## config.mk

```make
export PLATFORM = sky130hd
export DESIGN_NAME = multicycle_controller
export DESIGN_NICKNAME = d
export VERILOG_FILES = /design/src/rtl/multicycle_controller.sv
export SDC_FILE = /design/constraint.sdc
export NUM_CORES = 1
export LEC_CHECK = 0
export ABC_AREA = 0
export CORE_MARGIN = 1.5
export CORE_UTILIZATION = 38
export CTS_CLUSTER_DIAMETER = 60
export DETAILED_ROUTE_END_ITERATION = 10
export PLACE_DENSITY = 0.76
export RECOVER_POWER = 50
export SLEW_MARGIN = 20
export SYNTH_ARGS = -nofsm -noshare
export SYNTH_HDL_FRONTEND = slang
export SYNTH_SLANG_ARGS = --single-unit
```

## constraint.sdc

```tcl
create_clock -name clk -period 1.4 [get_ports clk]
set_input_delay 0.28 -clock clk [delete_from_list [all_inputs] [get_ports clk]]
set_output_delay 0.28 -clock clk [all_outputs]
set_load 0.05 [all_outputs]
```

## src/rtl/multicycle_controller.sv

```systemverilog
// Control unit for the multicycle RV32I core: Moore FSM, instruction decoder and ALU decoder.
// Memory accesses stretch on mem_ready; undecodable instructions park in a sticky ILLEGAL state.
module multicycle_controller (
  input  logic       clk,
  input  logic       rst_n,
  input  logic [6:0] op,
  input  logic [2:0] funct3,
  input  logic       funct7b5,
  input  logic       zero,
  input  logic       lt,
  input  logic       ltu,
  input  logic       mem_ready,
  output logic       pcwrite,
  output logic       adrsrc,
  output logic       memwrite,
  output logic       irwrite,
  output logic       regwrite,
  output logic [1:0] resultsrc,
  output logic [1:0] alusrca,
  output logic [1:0] alusrcb,
  output logic [2:0] immsrc,
  output logic [3:0] alucontrol,
  output logic       illegal
);

  localparam logic [3:0] S_FETCH    = 4'd0;
  localparam logic [3:0] S_DECODE   = 4'd1;
  localparam logic [3:0] S_MEMADR   = 4'd2;
  localparam logic [3:0] S_MEMREAD  = 4'd3;
  localparam logic [3:0] S_MEMWB    = 4'd4;
  localparam logic [3:0] S_MEMWRITE = 4'd5;
  localparam logic [3:0] S_EXECUTER = 4'd6;
  localparam logic [3:0] S_EXECUTEI = 4'd7;
  localparam logic [3:0] S_ALUWB    = 4'd8;
  localparam logic [3:0] S_BRANCH   = 4'd9;
  localparam logic [3:0] S_JAL      = 4'd10;
  localparam logic [3:0] S_JALR     = 4'd11;
  localparam logic [3:0] S_LINK     = 4'd12;
  localparam logic [3:0] S_UPPER    = 4'd13;
  localparam logic [3:0] S_ILLEGAL  = 4'd14;

  localparam logic [6:0] OP_LOAD   = 7'b0000011;
  localparam logic [6:0] OP_STORE  = 7'b0100011;
  localparam logic [6:0] OP_R      = 7'b0110011;
  localparam logic [6:0] OP_I      = 7'b0010011;
  localparam logic [6:0] OP_BRANCH = 7'b1100011;
  localparam logic [6:0] OP_JAL    = 7'b1101111;
  localparam logic [6:0] OP_JALR   = 7'b1100111;
  localparam logic [6:0] OP_LUI    = 7'b0110111;
  localparam logic [6:0] OP_AUIPC  = 7'b0010111;

  localparam logic [3:0] ALU_ADD  = 4'b0000;
  localparam logic [3:0] ALU_SUB  = 4'b0001;
  localparam logic [3:0] ALU_AND  = 4'b0010;
  localparam logic [3:0] ALU_OR   = 4'b0011;
  localparam logic [3:0] ALU_XOR  = 4'b0100;
  localparam logic [3:0] ALU_SLL  = 4'b0101;
  localparam logic [3:0] ALU_SRL  = 4'b0110;
  localparam logic [3:0] ALU_SRA  = 4'b0111;
  localparam logic [3:0] ALU_SLT  = 4'b1000;
  localparam logic [3:0] ALU_SLTU = 4'b1001;

  logic [3:0] state_q, state_d;
  logic [3:0] alu_dec;
  logic       branch_taken;

  // NOTE: sequential state uses non-blocking assignments so every flop samples pre-edge values.
  always_ff @(posedge clk or negedge rst_n) begin
    if (!rst_n) state_q <= S_FETCH;
    else        state_q <= state_d;
  end

  always_comb begin
    // NOTE: each combinational output is defaulted first so no path can infer a latch.
    state_d = state_q;
    case (state_q)
      S_FETCH:    if (mem_ready) state_d = S_DECODE;
      S_DECODE: begin
        case (op)
          OP_LOAD, OP_STORE: state_d = (funct3 == 3'b010) ? S_MEMADR : S_ILLEGAL;
          OP_R:              state_d = S_EXECUTER;
          OP_I:              state_d = S_EXECUTEI;
          OP_BRANCH:         state_d = (funct3[2:1] == 2'b01) ? S_ILLEGAL : S_BRANCH;
          OP_JAL:            state_d = S_JAL;
          OP_JALR:           state_d = (funct3 == 3'b000) ? S_JALR : S_ILLEGAL;
          OP_LUI, OP_AUIPC:  state_d = S_UPPER;
          default:           state_d = S_ILLEGAL;
        endcase
      end
      S_MEMADR:   state_d = (op == OP_STORE) ? S_MEMWRITE : S_MEMREAD;
      S_MEMREAD:  if (mem_ready) state_d = S_MEMWB;
      S_MEMWRITE: if (mem_ready) state_d = S_FETCH;
      S_MEMWB, S_ALUWB, S_BRANCH:                  state_d = S_FETCH;
      S_EXECUTER, S_EXECUTEI, S_JAL, S_LINK, S_UPPER: state_d = S_ALUWB;
      S_JALR:     state_d = S_LINK;
      S_ILLEGAL:  state_d = S_ILLEGAL;
      default:    state_d = S_FETCH;
    endcase
  end

  // Immediate-ALU instructions have no subi, so funct7b5 only matters for shifts there.
  always_comb begin
    alu_dec = ALU_ADD;
    case (funct3)
      3'b000:  alu_dec = (funct7b5 && state_q == S_EXECUTER) ? ALU_SUB : ALU_ADD;
      3'b001:  alu_dec = ALU_SLL;
      3'b010:  alu_dec = ALU_SLT;
      3'b011:  alu_dec = ALU_SLTU;
      3'b100:  alu_dec = ALU_XOR;
      3'b101:  alu_dec = funct7b5 ? ALU_SRA : ALU_SRL;
      3'b110:  alu_dec = ALU_OR;
      default: alu_dec = ALU_AND;
    endcase
  end

  always_comb begin
    branch_taken = 1'b0;
    case (funct3)
      3'b000:  branch_taken = zero;
      3'b001:  branch_taken = !zero;
      3'b100:  branch_taken = lt;
      3'b101:  branch_taken = !lt;
      3'b110:  branch_taken = ltu;
      3'b111:  branch_taken = !ltu;
      default: branch_taken = 1'b0;
    endcase
  end

  always_comb begin
    immsrc = 3'b000;
    case (op)
      OP_STORE:         immsrc = 3'b001;
      OP_BRANCH:        immsrc = 3'b010;
      OP_LUI, OP_AUIPC: immsrc = 3'b011;
      OP_JAL:           immsrc = 3'b100;
      default:          immsrc = 3'b000;
    endcase
  end

  always_comb begin
    pcwrite    = 1'b0;
    adrsrc     = 1'b0;
    memwrite   = 1'b0;
    irwrite    = 1'b0;
    regwrite   = 1'b0;
    resultsrc  = 2'b00;
    alusrca    = 2'b00;
    alusrcb    = 2'b00;
    alucontrol = ALU_ADD;
    illegal    = 1'b0;
    case (state_q)
      S_FETCH: begin
        irwrite   = mem_ready;
        pcwrite   = mem_ready;
        alusrcb   = 2'b10;
        resultsrc = 2'b10;
      end
      S_DECODE: begin
        alusrca = 2'b01;
        alusrcb = 2'b01;
      end
      S_MEMADR: begin
        alusrca = 2'b10;
        alusrcb = 2'b01;
      end
      S_MEMREAD: adrsrc = 1'b1;
      S_MEMWB: begin
        resultsrc = 2'b01;
        regwrite  = 1'b1;
      end
      S_MEMWRITE: begin
        adrsrc   = 1'b1;
        memwrite = 1'b1;
      end
      S_EXECUTER: begin
        alusrca    = 2'b10;
        alucontrol = alu_dec;
      end
      S_EXECUTEI: begin
        alusrca    = 2'b10;
        alusrcb    = 2'b01;
        alucontrol = alu_dec;
      end
      S_ALUWB: regwrite = 1'b1;
      S_BRANCH: begin
        alusrca    = 2'b10;
        alucontrol = ALU_SUB;
        pcwrite    = branch_taken;
      end
      S_JAL: begin
        alusrca = 2'b01;
        alusrcb = 2'b10;
        pcwrite = 1'b1;
      end
      S_JALR: begin
        alusrca   = 2'b10;
        alusrcb   = 2'b01;
        resultsrc = 2'b10;
        pcwrite   = 1'b1;
      end
      S_LINK: begin
        alusrca = 2'b01;
        alusrcb = 2'b10;
      end
      S_UPPER: begin
        alusrca = (op == OP_LUI) ? 2'b11 : 2'b01;
        alusrcb = 2'b01;
      end
      S_ILLEGAL: illegal = 1'b1;
      default: ;
    endcase
    // Reset shows FETCH selects but must never let a write strobe escape.
    if (!rst_n) begin
      pcwrite  = 1'b0;
      irwrite  = 1'b0;
      regwrite = 1'b0;
      memwrite = 1'b0;
    end
  end

endmodule

```

==> results of run 1 <==
logic make-up after synthesis:
family | synth area share, %
mux | 4.755
xor+xnor | 5.202
flops | 11.89
compound gates | 32.54
simple gates | 37.74
buf+inv | 7.874
through the flow:
step,cell area (µm²),hold WS (ns),setup TNS (ns)
after floorplan,1171,-0.01559,-2.655
after global placement,1994,0.6500,-7.390
==> results.txt, run 1 <==
----------------------------------------------------
[Logic synthesis]
  Post-synth top cells ... 14 x sky130_fd_sc_hd__nor2_1, 13 x sky130_fd_sc_hd__nand2_1, 8 x sky130_fd_sc_hd__a21oi_1
  Count of flip-flops with a built-in enable after synthesis ... 0
  Post-synthesis register bit count ... 4
  Mean area per synthesized cell ... about 6.7 µm²
  Cell types occupying the most area after synthesis ... sky130_fd_sc_hd__dfrtp_1 12%, sky130_fd_sc_hd__nor2_1 6.2%, sky130_fd_sc_hd__nand2_1 5.8%
  Synth async-reset ratio ... 100.0%
  Area fraction of the dominant cell type after synthesis ... roughly an eighth
  Sequential area share after synthesis ... between 10% and 20%
  Count of synthesis-stage warnings from yosys ... 0
  Count of unique library cells instantiated by Yosys ... 45
  Leading cell type by number of instances after synthesis ... sky130_fd_sc_hd__nor2_1
  Ys flop type ... sky130_fd_sc_hd__dfrtp_1
  Post-synthesis instance total ... ~130
  Area of the mapped netlist ... about 840 µm²
  Cell type with the highest aggregate area in the netlist ... sky130_fd_sc_hd__dfrtp_1
  Post-Synthesis Net Count ... about 140

[Die]
  Height of the chip ... approximately 50 µm
  Total number of placement rows ... 16
  I/O pin count ... 36
  Horizontal extent of the die ... around 50 µm
  Effective utilization at floorplan ... a little over two fifths

[Place]
  Routability Congestion ... a little under 0.9
  Quantity of I/O buffers inserted on ports ... 35
  Estimated wirelength of the detail-placed design ... 4341 µm

[Outcome]
  Run status ... stopped before the end
  Err ... [ERROR DPL-0033] detailed placement checks failed during check placement.
  Last stage the flow got to ... detailed placement (3_5_place_dp)

----------------------------------------------------
==> inputs of run 2 (changes only) <==
Settings changed: CORE_AREA from default to 2 2 63 65, CORE_MARGIN 1.5 to default, CORE_UTILIZATION 38 to default, CTS_CLUSTER_DIAMETER 60 to default, DIE_AREA from default to 0 0 65 67, PLACE_DENSITY 0.76 to default, PLACE_DENSITY_LB_ADDON from default to 0.15.
Clock period 1.4 ns to 1.8 ns, I/O delays scaled along.
==> results.txt, run 2 <==
----------------------------------------------------
[GRT]
  Sum of overflow across all layers after global routing ... 0
  Global-route wire length before repair ... around 6000 µm
  Largest net degree at the start of global routing ... 17
  Via count of the first global-routing pass ... about 1,300
  Initial antenna violation count ... 0
  Total routing resource utilization after global routing ... between 10% and 20%

[Setup path]
  Family with the most delay on the worst path ... flip-flops
  Crit-path cells ... buf_6, nand2_2, o22a_1, nor2_2, buf_12
  Endpoint of the worst setup timing path ... alusrcb[1]
  Setup crit start ... state_q[3]
  Number of buffers and inverters on the critical path ... 2
  Reg-to-reg slack, setup ... about 0.15 ns
  Endpoint of the worst register-to-register path ... state_q[2]
  Arr. time, crit path ... roughly 1.5 ns
  Crit. path cell count ... 5
  Worst Setup Start Kind ... flop
  Required time worst endpoint ... between 1 and 1.5 ns
  Largest fanout on the critical path ... 6
  Depth of the worst register-to-register path ... 6
  Slowest stage cell, crit path ... sky130_fd_sc_hd__dfrtp_2
  Crit Path Category ... reg2out
  Max incr delay on CP ... 0.44 ns
  Crit Reg-Reg Startpoint ... state_q[3]
  Type of element capturing the critical path ... output pin

[Die]
  Height of the chip ... 67 µm
  Effective utilization at floorplan ... 23.35%
  I/O pin count ... 36
  Area of the placeable core ... 0.003606 mm²
  Horizontal extent of the die ... between 60 and 70 µm
  Floorplan die area ... 0.004355 mm²
  Total number of placement rows ... 22

[Logic synthesis]
  Largest family of logic cells by synthesized area ... simple AND/OR/NAND/NOR gates
  Post-synth top cells ... 14 x sky130_fd_sc_hd__nor2_1, 13 x sky130_fd_sc_hd__nand2_1, 8 x sky130_fd_sc_hd__a21oi_1
  Sequential area share after synthesis ... around an eighth
  Count of synthesis-stage warnings from yosys ... 0
  Area fraction of the dominant cell type after synthesis ... 11.89%
  Ys flop type ... sky130_fd_sc_hd__dfrtp_1
  Leading cell type by number of instances after synthesis ... sky130_fd_sc_hd__nor2_1
  Cell type with the highest aggregate area in the netlist ... sky130_fd_sc_hd__dfrtp_1
  XOR/XNOR Fraction of Synth Area ... between 5 and 6%
  Portion of netlist area occupied by mux cells ... 4.755%
  Count of flip-flops with a built-in enable after synthesis ... 0
  Share of synthesized cell area in and, or, nand and nor gates ... between 30% and 40%
  Synth async-reset ratio ... 100.0%
  Area of the mapped netlist ... ~840 µm²
  Mean area per synthesized cell ... about 6.7 µm²
  Cell types occupying the most area after synthesis ... sky130_fd_sc_hd__dfrtp_1 12%, sky130_fd_sc_hd__nor2_1 6.2%, sky130_fd_sc_hd__nand2_1 5.8%
  Post-synthesis instance total ... ~130
  Count of unique library cells instantiated by Yosys ... 45
  Adder-cell share of the synthesized area ... 0%
  Compound-gate portion of the synthesized area ... between 30% and 40%
  Post-Synthesis Net Count ... between 100 and 150
  Post-synthesis register bit count ... 4

[Timing]
  Final Worst Setup Slack ... -0.05889 ns
  Maximum clock skew at final layout ... between 0.0015 and 0.002 ns
  Setup repair after global routing missed its margin ... true
  Fraction of the cycle the final worst path needs ... 103.3%
  Final setup violation count ... 5
  Highest attainable clock frequency ... 0.5380 GHz
  Number of pins with negative max-slew slack in the final report ... 0
  Transition at the pin with the smallest max-transition slack ... between 0.4 and 0.5 ns
  Max-Slew Margin vs Limit ... between 60% and 70%
  Final number of hold-violating endpoints ... 0
  Minimum clock period ... roughly 1.9 ns

[Final layout]
  Max FFs per register ... 4
  Number of nets in the finished design ... between 200 and 250
  Most common library cell in the layout ignoring fill and taps ... sky130_fd_sc_hd__buf_4
  Area Growth Syn to Fin ... 161.5%
  Final non-filler cell area ... 0.002202 mm²
  Register name with the most flops ... state_q
  Layout cells sized above 1 ... 64.93%
  Count of inserted antenna diode cells ... 0
  Most frequent cells in the layout ... 47 x sky130_fd_sc_hd__buf_4, 17 x sky130_fd_sc_hd__buf_12, 10 x sky130_fd_sc_hd__nand2_1, 9 x sky130_fd_sc_hd__buf_6, 8 x sky130_fd_sc_hd__nor2_1
  Registers with the most flip-flops ... state_q: 4 flops

[Clocking]
  Count of hold-fix buffers inserted at cts ... 0
  Sinks on Clock Net ... 4
  Number of buffers added by the clock tree synthesis step ... 3
  Register clock-pin slew on the reported worst setup and hold paths ... 0.03 ns
  CTS H-tree lvls ... 1
  Clock tree root driver cell ... sky130_fd_sc_hd__clkbuf_8
  Clock Latency Late Sink ... about 0.22 ns
  Buffer depth of the longest clock path ... 2
  Clock tree from TritonCTS ... yes

[Detailed routing]
  Number of remaining DRC errors ... 0
  Routed len/inst ... between 10 and 15 µm
  Vias per cell ... between 4 and 5
  TritonRoute pass-1 iters ... 4
  Final wirelength ... ~3700 µm
  Number of nets with antenna violations after routing ... 0
  Iteration-0 DRC Markers ... 53
  Vias after detailed routing ... ~1,300

[Outcome]
  Run status ... finished, violations left
  Violated checks ... setup timing

[Min path]
  Class of the most critical hold timing path ... in2async

[Power]
  Power Total ... between 0.003 and 0.004 W
  Power per cell area ... about 1400 mW/mm²
  Leak ... a little over 0.9 nW
  IR Drop Worst-Case VDD ... just over 500 µV

[Place]
  Placed instance area ... roughly 0.0018 mm²
  Estimated wirelength of the detail-placed design ... around 2600 µm
  Quantity of I/O buffers inserted on ports ... 35
  Routability Congestion ... just under 0.9

[Flow run]
  MaxCap Viol Count ... 0

----------------------------------------------------
==> run 2: cell counts after synthesis <==
No cell type changed its count.
==> run 2: where the power goes <==
group	internal (W)	switching, W
Clock	0.000143	0.0000529
Combinational	0.00132	0.00131
Sequential	0.000133	0.0000684
==> run 2: layout make-up <==
cell class | instances | area, µm²
timing repair buffer | 92 | 975.9
sequential | 4 | 105.1
tap | 48 | 60.06
fill | 294 | 1404
clock buffer | 3 | 41.29
multi-input combinational | 106 | 997.2
inverter | 6 | 22.52
==> run 2: routing by layer <==
layer	up-vias	wire (µm)	track usage [%]
met5	-	0	0
met4	0	51	6.117
met2	29	2079	34.79
li1	635	-	-
met3	6	122	1.858
met1	622	1427	19.19
==> run 2: logic make-up after synthesis <==
family                 count (synthesis)
buffers and inverters                 16
flip-flops                             4
multiplexers                           4
AND/OR/NAND/NOR                       59
XOR/XNOR                               5
AO/OA/AOI/OAI                         38
==> run 2: repair_timing <==
action | 4_1_cts | 5_1_grt
setup endpoints to repair | 18 | 13
resized for setup | 65 | 37
buffers inserted | 12 | 4
gates cloned | 0 | 1
pin swaps | 19 | 13
hold endpoints to repair | 0 | 0
==> run 2: worst min path at each step <==
stage,from,end,slack (ns),cells after the start
global placement,rst_n,state_q[0],0.71,2
CTS,rst_n,state_q[1],0.23,2
detailed placement,rst_n,state_q[0],0.71,2
floorplan,rst_n,state_q[0],0.06,0
global route,rst_n,state_q[3],0.31,2
finish,rst_n,state_q[1],0.27,2
==> run 2: through the flow <==
stage | TNS [ns] | setup slack [ns] | utilization, % | hold WS, ns | std cells
floorplan | -0.6867 | -0.2580 | - | 0.06441 | 126
global placement | -3.014 | -0.4051 | 50.03 | 0.7118 | 240
detailed placement | -3.195 | -0.4285 | 50.03 | 0.7092 | 240
CTS | -0.07332 | -0.02706 | 56.45 | 0.2335 | 255
global route | -0.4800 | -0.1139 | 61.07 | 0.3143 | 259
finish | -0.1193 | -0.05889 | 61.07 | 0.2699 | 259
Power figures use the tool's default switching activity.
==> inputs of run 3 (changes only) <==
Settings changed: MAX_ROUTING_LAYER from default to met4.
==> results.txt, run 3 (synthesized netlist as in run 2, its figures left out) <==
----------------------------------------------------
[Setup path]
  Crit Path Category ... reg2out
  Type of element capturing the critical path ... output pin
  Arr. time, crit path ... 1.49 ns
  Required time worst endpoint ... 1.44 ns
  Reg-to-reg slack, setup ... ~0.19 ns
  Worst Setup Start Kind ... flop
  Largest fanout on the critical path ... 6

[Final layout]
  Number of nets in the finished design ... 230
  Registers with the most flip-flops ... state_q: 4 flops
  Most common library cell in the layout ignoring fill and taps ... sky130_fd_sc_hd__buf_4
  Area occupied by multi-input gates ... 914.6 µm²
  Area Growth Syn to Fin ... 147.8%
  Area used by sequential logic in the layout ... 102.6 µm²
  Most frequent cells in the layout ... 47 x sky130_fd_sc_hd__buf_4, 17 x sky130_fd_sc_hd__buf_12, 10 x sky130_fd_sc_hd__nand2_1, 10 x sky130_fd_sc_hd__buf_6, 8 x sky130_fd_sc_hd__nor2_1
  Layout cells sized above 1 ... between 60% and 70%
  Count of inserted antenna diode cells ... 0
  Register name with the most flops ... state_q
  Final non-filler cell area ... approximately 0.0021 mm²
  Fill cell total of the finished layout ... about 310
  Max FFs per register ... 4

[Clocking]
  CTS H-tree lvls ... 1
  Count of hold-fix buffers inserted at cts ... 0
  Buffer depth of the longest clock path ... 2
  Clock tree root driver cell ... sky130_fd_sc_hd__clkbuf_8
  Clock tree from TritonCTS ... yes
  Number of buffers added by the clock tree synthesis step ... 3
  Sinks on Clock Net ... 4
  Clock Latency Late Sink ... about 0.23 ns
  Register clock-pin slew on the reported worst setup and hold paths ... roughly 0.030 ns

[Outcome]
  Run status ... finished, violations left
  Violated checks ... setup timing

[Detailed routing]
  Number of nets with antenna violations after routing ... 0
  Vias per cell ... ~5
  Routed len/inst ... around 14 µm
  Vias after detailed routing ... between 1,000 and 1,500
  Iteration-0 DRC Markers ... 50
  Number of remaining DRC errors ... 0
  Final wirelength ... between 3000 and 4000 µm
  TritonRoute pass-1 iters ... 4

[GRT]
  Global-route wire length before repair ... 6223 µm
  Via count of the first global-routing pass ... around 1,400
  Largest net degree at the start of global routing ... 12
  Initial antenna violation count ... 0
  Total routing resource utilization after global routing ... about a fifth
  Sum of overflow across all layers after global routing ... 0

[Timing]
  Number of pins with negative max-slew slack in the final report ... 0
  Final Worst Setup Slack ... -0.04525 ns
  Final number of hold-violating endpoints ... 0
  Transition at the pin with the smallest max-transition slack ... 0.4018 ns
  Highest attainable clock frequency ... ~0.54 GHz
  Final setup violation count ... 5
  Minimum clock period ... between 1.5 and 2 ns
  Sum Neg Setup Slack ... -0.1239 ns
  Fraction of the cycle the final worst path needs ... 102.5%
  Max-Slew Margin vs Limit ... 72.87%
  Setup repair after global routing missed its margin ... true
  Maximum clock skew at final layout ... 0.002515 ns

[Place]
  Routability Congestion ... 0.8768
  Placed instance area ... 0.001802 mm²
  Estimated wirelength of the detail-placed design ... 2650 µm
  Quantity of I/O buffers inserted on ports ... 35

[Min path]
  Class of the most critical hold timing path ... in2async

[Die]
  Total number of placement rows ... 22
  Horizontal extent of the die ... 65 µm
  Effective utilization at floorplan ... between 20% and 30%
  I/O pin count ... 36
  Area of the placeable core ... 0.003606 mm²
  Floorplan die area ... between 0.004 and 0.005 mm²
  Height of the chip ... about 67 µm

[Flow run]
  MaxCap Viol Count ... 0

[Power]
  IR Drop Worst-Case VDD ... roughly 540 µV
  Power per cell area ... roughly 1400 mW/mm²
  Leak ... around 0.9 nW

----------------------------------------------------
run 3: cell types whose count changed in the layout (fill, tap and decap cells not counted), sizes merged:
cell	before	now
dlygate4sd2	6	3
clkbuf	11	12
clkdlybuf4s25	0	1
clkdlybuf4s50	0	1
run 3: worst paths after layout:
path,startpoint,to,depth (start not counted)
worst max-delay path,state_q[2],regwrite,4
min in group clk,op[5],state_q[0],4
worst min register to register,state_q[3],state_q[0],2
worst max register to register,state_q[1],state_q[2],8
worst min-delay path,rst_n,state_q[0],2
max in group asynchronous,rst_n,state_q[3],2
run 3: layout make-up:
| cell class | count | share of cell area, % |
|---|---|---|
| repair buffers | 92 | 45.32 |
| multi-input cells | 106 | 43.82 |
| flip-flops and latches | 4 | 4.916 |
| well taps | 48 | 2.878 |
| clock buffers | 3 | 1.978 |
| inverters | 6 | 1.079 |
run 3: what timing repair did:
item,CTS,global route
resized for setup,63,24
setup endpoints to repair,19,13
setup buffers,16,2
pin swaps,14,10
run 3: layer usage:
metal / GRT usage (%) / up-vias / share of wire, %
li1: - / 640 / -
met2: 36.21 / 42 / 55
met1: 20.26 / 610 / 40
met4: 5.585 / 0 / 0.98
met5: - / - / 0
met3: 1.858 / 3 / 4.1
run 3: through the flow:
stage / setup WS [ns] / utilization [%] / instances / total power, W / hold WS (ns)
3_3_place_gp: -0.4057 / 49.97 / 238 / 0.002221 / 0.7098
4_1_cts: -0.03915 / 57.22 / 257 / 0.002737 / 0.4781
5_1_grt: -0.08520 / 57.88 / 259 / 0.003012 / 0.5342
6_report: -0.04525 / 57.88 / 259 / 0.002862 / 0.5136
2_1_floorplan: -0.2580 / - / 126 / 0.001298 / 0.06441
3_5_place_dp: -0.4498 / 49.97 / 238 / 0.002252 / 0.7047
run 3: critical path, stage by stage, from the launching register on:
cell and delay (ns):
sky130_fd_sc_hd__dfrtp_1 0.43, sky130_fd_sc_hd__buf_12 0.16, sky130_fd_sc_hd__nand2b_4 0.14, sky130_fd_sc_hd__a2111oi_4 0.35, sky130_fd_sc_hd__buf_12 0.18
run 3: power breakdown:
| part | internal (W) | switching, W | leakage (nW) | total (W) |
|---|---|---|---|---|
| clock network | 0.000143 | 0.0000549 | 0.0216 | 0.000198 |
| logic | 0.00123 | 0.00125 | 0.816 | 0.00248 |
| registers | 0.000130 | 0.0000546 | 0.0490 | 0.000184 |
| total | 0.00150 | 0.00136 | 0.886 | 0.00286 |
